$ cat src/rtl/regfile_mp.sv
// Two-read/one-write register file with optional write-through forwarding,
// optional hardwired-zero entry 0, and a sequential clear sweep (IDLE/CLEAR/DONE).
module regfile_mp #(
    parameter int DATA_W  = 8,
    parameter int ADDR_W  = 4,
    parameter int BYPASS  = 1,
    parameter int ZERO_R0 = 0
) (
    input  logic              clk,
    input  logic              rst_n,
    input  logic              we,
    input  logic [ADDR_W-1:0] addr_w,
    input  logic [DATA_W-1:0] data_in,
    input  logic [ADDR_W-1:0] addr_r0,
    output logic [DATA_W-1:0] data_out0,
    input  logic [ADDR_W-1:0] addr_r1,
    output logic [DATA_W-1:0] data_out1,
    input  logic              clr_req,
    output logic              busy,
    output logic              clr_done,
    output logic              wr_drop
);

    localparam int DEPTH = 2**ADDR_W;

    typedef enum logic [1:0] {IDLE, CLEAR, DONE} state_t;

    state_t            state_reg, state_next;
    logic [ADDR_W-1:0] ptr_reg, ptr_next;
    logic              wr_drop_reg;
    logic [DATA_W-1:0] mem_reg [DEPTH];

    logic              w_zero;
    logic              wr_ok;
    logic              byp_ok;
    logic [ADDR_W-1:0] rd_addr [2];
    logic [DATA_W-1:0] rd_data [2];

    // Writes to a hardwired-zero entry vanish entirely: no store, no forward, no drop flag.
    assign w_zero = (ZERO_R0 != 0) && (addr_w == '0);
    assign wr_ok  = we && !w_zero && ((state_reg == IDLE) || (state_reg == DONE));
    assign byp_ok = (BYPASS != 0) && we && !w_zero && (state_reg == IDLE);

    always_ff @(posedge clk or negedge rst_n) begin
        if (!rst_n) begin
            state_reg   <= IDLE;
            ptr_reg     <= '0;
            wr_drop_reg <= 1'b0;
        end else begin
            state_reg   <= state_next;
            ptr_reg     <= ptr_next;
            wr_drop_reg <= we && !w_zero && (state_reg == CLEAR);
        end
    end

    always_comb begin
        state_next = state_reg;
        ptr_next   = ptr_reg;
        case (state_reg)
            IDLE: begin
                if (clr_req) begin
                    state_next = CLEAR;
                    ptr_next   = '0;
                end
            end
            CLEAR: begin
                ptr_next = ptr_reg + 1'b1;
                if (ptr_reg == ADDR_W'(DEPTH - 1)) begin
                    state_next = DONE;
                    ptr_next   = '0;
                end
            end
            DONE:    state_next = IDLE;
            default: state_next = IDLE;
        endcase
    end

    always_ff @(posedge clk or negedge rst_n) begin
        if (!rst_n) begin
            for (int i = 0; i < DEPTH; i++) mem_reg[i] <= '0;
        end else if (state_reg == CLEAR) begin
            mem_reg[ptr_reg] <= '0;
        end else if (wr_ok) begin
            mem_reg[addr_w] <= data_in;
        end
    end

    assign rd_addr[0] = addr_r0;
    assign rd_addr[1] = addr_r1;

    // Zero-entry masking takes precedence over forwarding.
    generate
        for (genvar gi = 0; gi < 2; gi++) begin : g_rd
            assign rd_data[gi] = ((ZERO_R0 != 0) && (rd_addr[gi] == '0)) ? '0 :
                                 (byp_ok && (addr_w == rd_addr[gi]))     ? data_in :
                                 mem_reg[rd_addr[gi]];
        end
    endgenerate

    assign data_out0 = rd_data[0];
    assign data_out1 = rd_data[1];
    assign busy      = (state_reg == CLEAR);
    assign clr_done  = (state_reg == DONE);
    assign wr_drop   = wr_drop_reg;

endmodule

$ cat config.mk
export PLATFORM = sky130hd
export DESIGN_NAME = regfile_mp
export DESIGN_NICKNAME = d
export VERILOG_FILES = /design/src/rtl/regfile_mp.sv
export SDC_FILE = /design/constraint.sdc
export NUM_CORES = 1
export LEC_CHECK = 0
export ABC_CLOCK_PERIOD_IN_PS = 2000
export CAP_MARGIN = 20
export CORE_MARGIN = 3
export CORE_UTILIZATION = 45
export CTS_CLUSTER_SIZE = 14
export DETAILED_ROUTE_END_ITERATION = 12
export SLEW_MARGIN = 20
export SYNTH_ARGS = -nofsm -noshare
export SYNTH_HDL_FRONTEND = slang
export SYNTH_SLANG_ARGS = --single-unit
export TNS_END_PERCENT = 20
$ cat constraint.sdc
create_clock -name clk -period 2 [get_ports clk]
set_input_delay 0.2 -clock clk [delete_from_list [all_inputs] [get_ports clk]]
set_output_delay 0.2 -clock clk [all_outputs]
set_load 0.01 [all_outputs]
==> results of run 1 <==
-- placed cells by master (no fill, tap or decap), drive strengths merged, types with 5 or more instances in the layout --
| cell type | synthesis | layout |
|---|---|---|
| nor2b | 6 | 6 |
| clkbuf | 22 | 23 |
| nand2 | 23 | 23 |
| nor2 | 14 | 14 |
| clkinv | 0 | 5 |
| a31oi | 14 | 14 |
| mux2i | 48 | 48 |
| xor2 | 6 | 6 |
| dfrtp | 135 | 135 |
| o21ai | 11 | 11 |
| mux4 | 64 | 64 |
| clkdlybuf4s50 | 0 | 20 |
| mux2 | 16 | 16 |
| a22o | 121 | 121 |
| buf | 27 | 215 |
-- routing by layer --
metal	routed length [µm]	up-vias
li1	-	2595
met1	10530	3271
met2	11560	334
met3	2230	53
met4	607	0
met5	0	-
-- timing repair --
action,4_1_cts,5_1_grt
setup buffers,12,2
gates resized for setup,109,6
hold buffers,1,0
setup endpoints to repair,17,56
hold endpoints to repair,41,0
gates cloned,1,0
pin swaps,3,3
-- through the flow --
step           cell area [µm²]  setup slack [ns]  cells  hold slack (ns)
5_1_grt                  10410           -0.4497    981           0.3047
4_1_cts                  10370           -0.4228    980           0.2689
2_1_floorplan             7501            0.1157    542         -0.09559
6_report                 10410           -0.3846    981           0.2594
3_3_place_gp              9523           -0.8108    934           0.1482
3_5_place_dp              9523           -0.7721    934           0.1528
-- report_power, final --
group	switching, mW	total, mW	leakage [nW]	internal (mW)
clock	1.21	3.26	0.297	2.05
sequential	0.552	3.89	1.85	3.33
combinational	1.60	3.71	2.74	2.11
total	3.36	10.9	4.89	7.49
-- critical path, stage by stage --
cell	delay (ns)
clkdlybuf4s50_1	0.72
xor2_1	0.17
nor4_4	0.36
buf_6	0.17
buf_6	0.13
mux2_4	0.31
buf_6	0.12
-- worst max path at each step --
stage | to | slack (ns) | cells after the start
floorplan | data_out1[0] | 0.12 | 6
global placement | data_out1[7] | -0.81 | 7
detailed placement | data_out1[7] | -0.77 | 7
CTS | data_out0[3] | -0.42 | 8
global route | data_out1[0] | -0.45 | 8
finish | data_out1[0] | -0.38 | 7
-- kinds of logic (layout without fill, tap and decap cells) --
logic type,Yosys count,count (layout),synth area share (%)
muxes,128,128,28.02
AOI/OAI and AO/OA,151,151,17.13
DFF,135,135,45.04
xor gates and xnor gates,8,8,0.9341
and+or+nand+nor,63,63,5.221
adders and majority gates,4,4,0.6672
buffers and inverters,53,276,2.986
-- cell type report --
class                      instances  area [µm²]
fill                            1181        5704
multi-input combinational        354        4004
timing repair buffer             240        2143
sequential                       135        3378
clock inverter                     9       122.6
tap                              216       270.3
inverter                           4       15.01
clock buffer                      23       478.0
==> impl_results.md, run 1 <==
- M3 GR Usage: 7.861%
- Final Skew: 0.005582 ns
- Cell Area, Synth: 0.007501 mm²
- Met2 Use GR: 43.72%
- Top FF cell, synth: dfrtp_1
- Dominant cell by count in the synthesized netlist: dfrtp_1
- First DRT Iteration DRCs: 591
- RSZ-0062 raised after global routing: true
- RR Endpoint: mem_reg[62]
- Final #Nets: 780
- Clock buffer count from CTS: 17
- Failing checks: negative setup slack
- Final Cycle Share: 119.2%
- Drt first pass iters: 5
- Top cell type's share of synthesized area: 45.04%
- Fmax: roughly 420 MHz
- Met1 Use GR: 39.47%
- FF-to-FF setup slack: approximately 0.050 ns
- CP required: roughly 1.8 ns
- Initial Util: 46.55%
- Critical Path AT: 2.18 ns
- Worst-Margin Slew: 0.9771 ns
- First-pass GRT wire length: 38.56 mm
- Final Max Slew Viols: 0
- Crit path kind: in -> out
- Worst-path clk slew: 0.06 ns
- CTS tree: yes
- Total track usage: between 20% and 30%
- Worst Reg2Reg Path Length in Cells: 6
- Pwr per Cell Area: 1043 mW/mm²
- DIE AREA: 0.01825 mm²
- Clk root buf: clkbuf_16
- Drc violations: 0
- RePlAce Congestion: 0.8725
- Die W: 135.1 µm
- CP Capture Type: output pin
- Initial antenna violation count: 0
- Final Setup Violations: 16
- Total power: 10.85 mW
- Net Count, Synth: 570
- Worst hold path type: in -> async
- Syn Area/Cell: 13.84 µm²
- Syn Inst Count: 542
- Synthesis-stage register bit count: 135
- IO buf count: 42
- Worst Setup SP: addr_r1[2]
- Diode count: 0
- Worst-Skew Late Latency: 0.43 ns
- Total negative slack: -5.467 ns
- Vias: 6253
- R2R Path Start: state_reg[0]
- Status: finished, violations left
- Vias in the first global route: between 6000 and 7000
- Vias per cell: 6.374
- Final Critical Period: 2.385 ns
- Routed WL: ~25 mm
- Fin. Hold Viols: 0
- Final core occ: 64.60%
- Row count: 46
- Most used routing layer: met2
- Relative slew slack: 34.56%
- CTS Sinks: 135
- Max-cap violations: 0
- Netlist cell types: 36
- Gr ovfl total: 0
- Core Box Area: 0.01612 mm²
- H-tree depth: 4
- Ports: 43
- Warnings from Yosys: 0
- Lkg Pwr: about 5 nW
- Sequential fraction of the synthesis area: 45.04%
- HPWL after detailed placement: 17.25 mm
- Peak supply drop: 0.6497 mV
- Share of layout cells above drive strength 1: 46.01%
- Die height: between 100 and 150 µm
- Final worst setup slack: -0.3846 ns
- Max clock buf depth: 2
- Syn-to-layout area delta: 38.80%
- Top post-synthesis cells by area: dfrtp_1 (45%), mux4_2 (19%), a22o_1 (14%)
- CP Launch Type: input port
- Number of nets with antenna violations after routing: 0
- Largest net degree at the start of global routing: 46
- Crit Path Max Fanout: 4
- Max reg flops: 128
- Async SR Flop Fraction: 100.0%
- Commonest cells post-synth: dfrtp_1 (135), a22o_1 (121), mux4_2 (64), mux2i_1 (48), nand2_1 (23)
- Dominant cell type by area after synthesis: dfrtp_1
- Post-DR wirelength/cell: 25.41 µm
- EDFF count, synth: 0
Power figures use the tool's default switching activity.
==> run 2, diff against run 1 <==
--- a/config.mk
+++ b/config.mk
@@ -11,6 +11,7 @@
 export CORE_UTILIZATION = 45
 export CTS_CLUSTER_SIZE = 14
 export DETAILED_ROUTE_END_ITERATION = 12
+export GPL_ROUTABILITY_DRIVEN = 0
 export SLEW_MARGIN = 20
 export SYNTH_ARGS = -nofsm -noshare
 export SYNTH_HDL_FRONTEND = slang
==> results of run 2 <==
No change in the layout: final DEF, timing and power equal those of run 1.
==> run 3, diff against run 2 <==
--- a/config.mk
+++ b/config.mk
@@ -8,10 +8,11 @@
 export ABC_CLOCK_PERIOD_IN_PS = 2000
 export CAP_MARGIN = 20
 export CORE_MARGIN = 3
-export CORE_UTILIZATION = 45
+export CORE_UTILIZATION = 55
 export CTS_CLUSTER_SIZE = 14
 export DETAILED_ROUTE_END_ITERATION = 12
 export GPL_ROUTABILITY_DRIVEN = 0
+export PLACE_DENSITY = 0.74
 export SLEW_MARGIN = 20
 export SYNTH_ARGS = -nofsm -noshare
 export SYNTH_HDL_FRONTEND = slang
==> run 3 against run 2 <==
The run still ends with negative setup slack left. Clock skew about the same. Clock power increased by 7.7%. Sequential share of layout area decreased by 0.12 points. Critical path depth increased by 1. Register-to-register slack improved by 0.04 ns. Wire length increased by 3.7%. Critical path type is now reg -> out. Critical endpoint is now data_out1[4].
==> impl_results.md, run 3 (same netlist as run 1, synthesis figures left out) <==
- Status: finished, violations left
- Failing checks: negative setup slack
- Peak supply drop: 0.7016 mV (+8.0%)
- Vias: 6595 (+5.5%)
- Ports: 43 (unchanged)
- HPWL after detailed placement: 16.89 mm (-2.0%)
- Final Cycle Share: 121.9% (+2.7 points)
- Gr ovfl total: 0 (unchanged)
- CTS tree: yes
- Switch Pwr: 3.450 mW (+2.6%)
- Worst-Margin Slew: 0.6825 ns (-0.2946 ns)
- Critical Path AT: 2.24 ns (+0.06 ns)
- Final Max Slew Viols: 0 (unchanged)
- Worst-Skew Late Latency: 0.43 ns (about the same)
- CP Launch Type: flip-flop
- Largest net degree at the start of global routing: 44 (-4.3%)
- Row count: 42 (-8.7%)
- Drc violations: 0 (unchanged)
- CTS Sinks: 135 (unchanged)
- Relative slew slack: 54.50% (+20 points)
- Core Box Area: 0.01330 mm² (-17%)
- Final #Nets: 788 (+1.0%)
- First-pass GRT wire length: 39.34 mm (+2.0%)
- IO buf count: 42 (unchanged)
- Post-DR wirelength/cell: 27.23 µm (+7.2%)
- Commonest non-fill, non-tap cells in the layout: buf_4 (186), dfrtp_1 (135), a22o_1 (121)
- Int Power: 7.761 mW (+3.6%)
- Max reg flops: 128 (unchanged)
- Diode count: 0 (unchanged)
- Gate power share: 34.1% (about the same)
- Total track usage: 35.60% (+7.1 points)
- Final Setup Violations: 16 (unchanged)
- Crit Path Max Fanout: 4 (unchanged)
- Worst-path clk slew: 0.06 ns (about the same)
- Flop pwr share: 34.6% (-1.2 points)
- Vias per cell: 6.949 (+9.0%)
- Total negative slack: -6.148 ns (-0.6804 ns)
- Final Critical Period: 2.438 ns (+0.05346 ns)
- Fmax: 410.2 MHz (-2.2%)
- DIE AREA: 0.01507 mm² (-17%)
- Initial antenna violation count: 0 (unchanged)
- Max clock buf depth: 2 (unchanged)
- H-tree depth: 4 (unchanged)
- Clk root buf: clkbuf_16
- Fin. Hold Viols: 0 (unchanged)
- Lkg Pwr: 4.927 nW (+0.79%)
- Most common cell after layout, fill and taps aside: buf_4
- WHS: 0.3539 ns (+0.09450 ns)
- Worst hold path type: in -> async
- First DRT Iteration DRCs: 931 (+58%)
- Clk pwr share: 31.3% (+1.3 points)
- Total power: 11.21 mW (+3.3%)
- Crit path kind: reg -> out
- Pwr per Cell Area: 1073 mW/mm² (+2.9%)
- Syn-to-layout area delta: 39.30%
- Area of the multi-input gates: 0.004004 mm² (unchanged)
- RSZ-0062 raised after global routing: true
- Max-cap violations: 0 (unchanged)
- Vias in the first global route: 7077 (+9.5%)
- CP required: 1.80 ns (about the same)
- Final Skew: 0.005413 ns (-0.0001694 ns)
- Die height: 122.8 µm (-9.1%)
- Share of layout cells above drive strength 1: 47.22% (+1.2 points)
- Die W: 122.8 µm (-9.1%)
- Number of nets with antenna violations after routing: 0 (unchanged)
- FF/Latch Area: 0.003378 mm² (unchanged)
- Filler cell count: 723 (-39%)
- Initial Util: 56.42% (+9.9 points)
- CP Capture Type: output pin
- Final worst setup slack: -0.4380 ns (-0.05346 ns)
- Clock buffer count from CTS: 17 (unchanged)
- Switch share: 30.78% (-0.21 points)
- Drt first pass iters: 5 (unchanged)
- Routed WL: 25.85 mm (+3.7%)
## run 3: cell types whose count changed in the layout (fill, tap and decap cells not counted), moves of 3 or more
cell and delta:
clkbuf_1 -3, mux2i_2 +3, buf_4 +11, mux2i_1 -3
## run 3: what timing repair did
action / 4_1_cts / 5_1_grt
hold endpoints to repair: 37 / 0
pin swaps: 3 / 3
resized for setup: 109 / 6
buffers inserted: 8 / 1
gates cloned: 1 / 0
hold buffers: 1 / 0
setup endpoints to repair: 17 / 33
## run 3: routing by layer
layer / vias up / routed length, µm / GRT usage, %
li1: 2621 / - / -
met1: 3329 / 9238 / 44.43
met2: 526 / 12360 / 55.79
met3: 119 / 2872 / 10.55
met4: 0 / 1375 / 19.73
met5: - / 0 / 0
## run 3: layout make-up
cell class / count / share of cell area, %
clock buffers: 20 / 4.467
inverters: 4 / 0.1437
multi-input cells: 354 / 38.32
repair buffers: 248 / 20.75
flip-flops and latches: 135 / 32.33
well taps: 176 / 2.108
clock inverters: 12 / 1.880
## run 3: power groups by stage
stage                     Combinational, mW  Clock (mW)  Sequential (mW)
final                                  3.82        3.51             3.88
after global routing                   4.02        3.65             3.94
after CTS                              3.72        3.52             3.85
after detailed placement               3.58           0             3.86
after global placement                 3.46           0             3.80
after floorplan                        1.90           0             3.68
## run 3: stage by stage
| step | util (%) | std cells | worst slack (ns) | cell area, µm² |
|---|---|---|---|---|
| global placement | 71.62 | 906 | -0.7026 | 9522 |
| global route | 78.59 | 949 | -0.5117 | 10450 |
| floorplan | - | 542 | 0.1157 | 7501 |
| detailed placement | 71.62 | 906 | -0.7317 | 9522 |
| finish | 78.59 | 949 | -0.4380 | 10450 |
| CTS | 78.23 | 948 | -0.4436 | 10400 |
## run 3: worst paths after layout
check                                    end  depth (start not counted)         start  slack [ns]
worst max-delay path            data_out1[4]                          8  state_reg[0]       -0.44
worst min-delay path             mem_reg[78]                          2         rst_n        0.35
worst max register to register  mem_reg[123]                          7  state_reg[1]        0.09
worst min register to register   mem_reg[94]                          1   mem_reg[94]        0.52
max in group asynchronous        mem_reg[20]                          3         rst_n        1.01
min in group clk                  ptr_reg[3]                          4       clr_req        0.44
## run 3: worst max-delay path, stage by stage (launching register included)
cell and delay [ns]:
dfrtp_1 0.39, nor3b_2 0.20, buf_4 0.16, nand2_4 0.05, nor4_4 0.25, buf_6 0.19, buf_6 0.11, mux2_4 0.33
buf_6 0.13
